**src/rtl/radar_sweep_scheduler.sv**
```systemverilog
// rtl/radar_sweep_scheduler.sv - ping-pong servo sweep and ultrasonic measurement sequencer
module radar_sweep_scheduler #(
    parameter int N_STEPS        = 19,
    parameter int STEP_DEG       = 10,
    parameter int SETTLE_CYCLES  = 1000000,
    parameter int INIT_HOLD      = 100,
    parameter int TIMEOUT_CYCLES = 1500000
) (
    input  logic       clk,
    input  logic       rst_n,
    input  logic       enable,
    input  logic       meas_done,
    input  logic [8:0] meas_dist,
    output logic       meas_init,
    output logic [7:0] angle,
    output logic       sweep_dir,
    output logic       busy,
    output logic       res_valid,
    output logic [7:0] res_angle,
    output logic [8:0] res_dist,
    output logic       res_timeout
);

    localparam int IW = (N_STEPS > 1) ? $clog2(N_STEPS) : 1;
    localparam logic [IW-1:0] LAST_IDX = IW'(N_STEPS - 1);

    localparam logic [2:0] S_IDLE   = 3'd0;
    localparam logic [2:0] S_SETTLE = 3'd1;
    localparam logic [2:0] S_TRIG   = 3'd2;
    localparam logic [2:0] S_WAIT   = 3'd3;
    localparam logic [2:0] S_REPORT = 3'd4;
    localparam logic [2:0] S_STEP   = 3'd5;

    logic [2:0]    state_q, state_d;
    logic [31:0]   cnt_q, cnt_d;
    logic [IW-1:0] idx_q, idx_d, idx_step;
    logic          dir_q, dir_d, dir_step;
    logic [7:0]    angle_q, angle_d;
    logic          init_q, init_d;
    logic          rv_q, rv_d;
    logic [7:0]    rangle_q, rangle_d;
    logic [8:0]    rdist_q, rdist_d;
    logic          rto_q, rto_d;
    logic [2:0]    sync_q, sync_d;
    logic          done_rise;
    logic [15:0]   angle_prod;

    // sync_q[1] is the synchronised level, sync_q[2] its previous value
    assign sync_d    = {sync_q[1:0], meas_done};
    assign done_rise = sync_q[1] & ~sync_q[2];

    // Endpoints reverse direction so each end is visited once per turnaround
    always_comb begin
        idx_step = idx_q;
        dir_step = dir_q;
        if (N_STEPS > 1) begin
            if (dir_q && idx_q == LAST_IDX) begin
                dir_step = 1'b0;
                idx_step = idx_q - 1'b1;
            end else if (!dir_q && idx_q == '0) begin
                dir_step = 1'b1;
                idx_step = IW'(1);
            end else if (dir_q) begin
                idx_step = idx_q + 1'b1;
            end else begin
                idx_step = idx_q - 1'b1;
            end
        end
    end

    assign angle_prod = 16'(idx_step) * 16'(STEP_DEG);

    always_comb begin
        state_d  = state_q;
        cnt_d    = cnt_q;
        idx_d    = idx_q;
        dir_d    = dir_q;
        angle_d  = angle_q;
        init_d   = init_q;
        rv_d     = 1'b0;
        rangle_d = rangle_q;
        rdist_d  = rdist_q;
        rto_d    = rto_q;
        case (state_q)
            S_IDLE: begin
                if (enable) begin
                    state_d = S_SETTLE;
                    cnt_d   = '0;
                end
            end
            S_SETTLE: begin
                if (cnt_q == 32'(SETTLE_CYCLES - 1)) begin
                    state_d = S_TRIG;
                    cnt_d   = '0;
                end else begin
                    cnt_d = cnt_q + 32'd1;
                end
            end
            S_TRIG: begin
                if (cnt_q == 32'(INIT_HOLD)) begin
                    init_d  = 1'b0;
                    state_d = S_WAIT;
                    cnt_d   = '0;
                end else begin
                    init_d = 1'b1;
                    cnt_d  = cnt_q + 32'd1;
                end
            end
            S_WAIT: begin
                // A done edge on the final timeout cycle still reports the distance
                if (done_rise) begin
                    state_d  = S_REPORT;
                    rdist_d  = meas_dist;
                    rto_d    = 1'b0;
                    rangle_d = angle_q;
                end else if (cnt_q == 32'(TIMEOUT_CYCLES - 1)) begin
                    state_d  = S_REPORT;
                    rdist_d  = 9'h1FF;
                    rto_d    = 1'b1;
                    rangle_d = angle_q;
                end else begin
                    cnt_d = cnt_q + 32'd1;
                end
            end
            S_REPORT: begin
                rv_d    = 1'b1;
                state_d = S_STEP;
            end
            S_STEP: begin
                idx_d   = idx_step;
                dir_d   = dir_step;
                angle_d = angle_prod[7:0];
                cnt_d   = '0;
                state_d = enable ? S_SETTLE : S_IDLE;
            end
            default: begin
                state_d = S_IDLE;
                init_d  = 1'b0;
            end
        endcase
    end

    always_ff @(posedge clk or negedge rst_n) begin
        if (!rst_n) begin
            state_q  <= S_IDLE;
            cnt_q    <= '0;
            idx_q    <= '0;
            dir_q    <= 1'b1;
            angle_q  <= '0;
            init_q   <= 1'b0;
            rv_q     <= 1'b0;
            rangle_q <= '0;
            rdist_q  <= '0;
            rto_q    <= 1'b0;
            sync_q   <= '0;
        end else begin
            state_q  <= state_d;
            cnt_q    <= cnt_d;
            idx_q    <= idx_d;
            dir_q    <= dir_d;
            angle_q  <= angle_d;
            init_q   <= init_d;
            rv_q     <= rv_d;
            rangle_q <= rangle_d;
            rdist_q  <= rdist_d;
            rto_q    <= rto_d;
            sync_q   <= sync_d;
        end
    end

    assign meas_init   = init_q;
    assign angle       = angle_q;
    assign sweep_dir   = dir_q;
    assign busy        = (state_q != S_IDLE);
    assign res_valid   = rv_q;
    assign res_angle   = rangle_q;
    assign res_dist    = rdist_q;
    assign res_timeout = rto_q;

endmodule

```
**config.mk**
```make
export PLATFORM = sky130hd
export DESIGN_NAME = radar_sweep_scheduler
export DESIGN_NICKNAME = d
export VERILOG_FILES = /design/src/rtl/radar_sweep_scheduler.sv
export SDC_FILE = /design/constraint.sdc
export NUM_CORES = 1
export LEC_CHECK = 0
export CAP_MARGIN = 30
export CELL_PAD_IN_SITES_DETAIL_PLACEMENT = 2
export CELL_PAD_IN_SITES_GLOBAL_PLACEMENT = 2
export CORE_ASPECT_RATIO = 0.9
export CORE_UTILIZATION = 35
export DETAILED_ROUTE_END_ITERATION = 12
export PLACE_DENSITY = 0.84
export SETUP_SLACK_MARGIN = 0.4
export SLEW_MARGIN = 20
export SYNTH_ARGS = -nofsm -noshare
export SYNTH_HDL_FRONTEND = slang
export SYNTH_SLANG_ARGS = --single-unit
```
**constraint.sdc**
```tcl
create_clock -name clk -period 3.2 [get_ports clk]
set_input_delay 0.64 -clock clk [delete_from_list [all_inputs] [get_ports clk]]
set_output_delay 0.64 -clock clk [all_outputs]
set_load 0.03 [all_outputs]
```
==> reports/results.ini <==
[critical_path]
path_max_fanout=4
crit_path_start_kind=register
critPathLaunch=idx_q[0]
cp_cell_sequence=inv_2 > ha_4 > and3_4 > mux2_2 > o211ai_1 > o31ai_2 > ha_1 > ha_1 > fa_1 > xnor2_2 > o21ai_1
cp_slowest_stage_delay_ps=450
cp_num_buf_inv=1
crit_required_ps=3410
crit_path_frequent_cell=ha_1
worstReg2RegEnd=angle[6]
worstSetupPathType=reg -> reg
cp.depth=11
r2r-start=idx_q[0]
end_kind=register
cp_data_arrival_time_ps=3120
crit_family=adder cells
rr_worst_depth=11
reg2reg_slack_ps=290
crit_slowest_cell=fa_1
endpoint=angle[6]

[layout]
final_cell_area_sq_um=4850
syn2layout_area_growth_pct=26.4
drive_gt1_share_pct=17.3
nets=489
final_cell_mix=dfrtp_1 (64), nand2_1 (51), clkdlybuf4s50_1 (39), nand3_1 (36)
fill_cells=1119
diodes=0
final_common_cell=dfrtp_1

[grt]
grt_overflow_total=0
grt_pass1_wl_microns=21000
grt_max_degree=69
antenna_found_initial=0
grt_pass1_vias=3861
grt_use_total_pct=24.1

[timing]
fin_crit_ps=2910
timing_hold_violations_final=0
tns_ps=0
worst_pin_slew_ps=589
holdWs_ps=325
rsz0062_at_grt=yes
fin_skew_ps=8.04
finalSetupViolCount=0
post-route-period-util_pct=90.9
max_freq_mhz=344
slew-limit-headroom_pct=60.6
report.final.slew_viol_count=0

[synth]
synth-main-ff-cell=dfrtp_1
ys_warn_count=0
ys_seq_area_share_pct=44.4
syn_avg_cell_area_sq_um=9.29
yosysUniqueCellTypes=62
syn_inst=413
yosys_register_bits=68
syn_area_sq_um=3840
synthArstFlopShare_pct=100
synth_edf_count=0

[die]
die_w_microns=112
start_util_pct=36.7
die_y_microns=101
io_pins=43
die-area_sq_um=11400
num_rows=35
core_sq_um=10500

[pwr]
power.density_nw_per_um2=396
leakage_nw=2.12
irDropWorstVdd_uv=245
finalPower_w=0.00192

[route]
drt-initial-drc-count=196
drt_pass1_iterations=4
viasPerCell=5.91
route.detailed.drc=0
via_count=3531
wire_per_inst_microns=21.6
wl_microns=12900
postRouteAntennaNets=0

[clock_network]
cts.sinks=68
root_buffer=clkbuf_16
cts_inserted_buffers=9
clock_latency_ps=340
cts.htree.levels=3
clock_path_buffers=2
clkTransAtPathRegs_ps=60
hold_buffers=0
cts_tree=done

[run]
drv_cap=0

[placed_design]
port_buffers=40
place_area_sq_um=4400
gp_congestion=0.827
dp.final_hpwl_microns=8430

[outcome]
status=completed

[hold_path]
hold_class=in -> async

-- worst reg2reg max path, cell delays in order (launching register included) --
cell and delay (ps):
dfrtp_1 390, inv_2 110, ha_4 150, and3_4 180, mux2_2 330, o211ai_1 220
o31ai_2 160, ha_1 240, ha_1 240, fa_1 450, xnor2_2 190, o21ai_1 90
-- layer usage --
| layer | wire length [microns] | GRT usage, % | part of all wire, % |
|---|---|---|---|
| met5 | 0 | 0 | 0 |
| met4 | 350 | 9.74 | 2.7 |
| met1 | 5690 | 28.6 | 44 |
| met3 | 365 | 4.25 | 2.8 |
| met2 | 6490 | 43.9 | 50 |
-- cell usage after synthesis (9+ instances only) --
cell type	instances	area, sq um
dfrtp_1	67	1680
o22a_1	9	78.8
o211ai_1	10	75.1
mux2_2	12	135
o21ai_0	24	120
inv_1	17	63.8
or3_1	12	75.1
ha_1	12	150
clkbuf_1	9	33.8
nor2_1	16	60.1
nand2_1	51	191
nand3_1	36	180
a21oi_1	13	65.1
nor3_1	10	50.1
nand4_1	9	56.3
-- cells by family (layout without fill, tap and decap cells) --
kind of cell | count (synthesis) | in the layout | synth area share, %
AND/OR/NAND/NOR | 178 | 178 | 24.3
AO/OA/AOI/OAI | 94 | 94 | 17.0
flip-flops | 68 | 68 | 44.4
buffers and inverters | 42 | 96 | 5.05
adder cells (fa/ha/maj) | 13 | 13 | 4.43
multiplexers | 13 | 13 | 3.78
XOR/XNOR | 4 | 4 | 0.913
other | 1 | 2 | 0.0977
-- metrics by stage --
step / std cells / setup WS, ps / util [%]
floorplan: 414 / 409 / -
global placement: 572 / 349 / 41.9
detailed placement: 573 / 55.7 / 42.0
CTS: 597 / 401 / 46.0
global route: 597 / 197 / 46.4
finish: 597 / 291 / 46.4
-- where the power goes --
part / switching, W / internal (W)
registers: 0.000000581 / 0.000862
clock network: 0.000411 / 0.000607
logic: 0.0000246 / 0.0000158
total: 0.000436 / 0.00148
-- worst min path at each step --
stage,to,slack [ps],cells past startpoint
finish,res_angle[7],330,2
floorplan,sync_q[1],330,0
detailed placement,sync_q[1],340,0
global placement,sync_q[1],330,0
global route,idx_q[2],350,2
CTS,res_dist[3],330,2
-- sequential cells by signal, summed over array words and instances (netlist names) --
| name | count |
|---|---|
| state_q | 3 |
| sweep_dir | 1 |
| sync_q | 3 |
| angle | 5 |
| cnt_q | 32 |
| res_angle | 7 |
| idx_q | 5 |
| res_dist | 9 |
| res_valid | 1 |
| meas_init | 1 |
| res_timeout | 1 |
-- area by class of cell --
cell class | instances | area, sq um | area share (%)
clock inverters | 7 | 76.3 | 1.57
clock buffers | 9 | 225 | 4.64
inverters | 17 | 63.8 | 1.32
repair buffers | 63 | 584 | 12.0
multi-input cells | 304 | 2030 | 41.9
well taps | 129 | 161 | 3.33
flip-flops and latches | 68 | 1710 | 35.2
-- repair_timing --
| action | in CTS | in global routing |
|---|---|---|
| pin swaps | 7 | 1 |
| hold endpoints to repair | 0 | 0 |
| resized for setup | 16 | 8 |
| setup buffers | 8 | 0 |
| endpoints found under the setup margin | 3 | 28 |
| gates cloned | 0 | 0 |
Power figures use the tool's default switching activity.
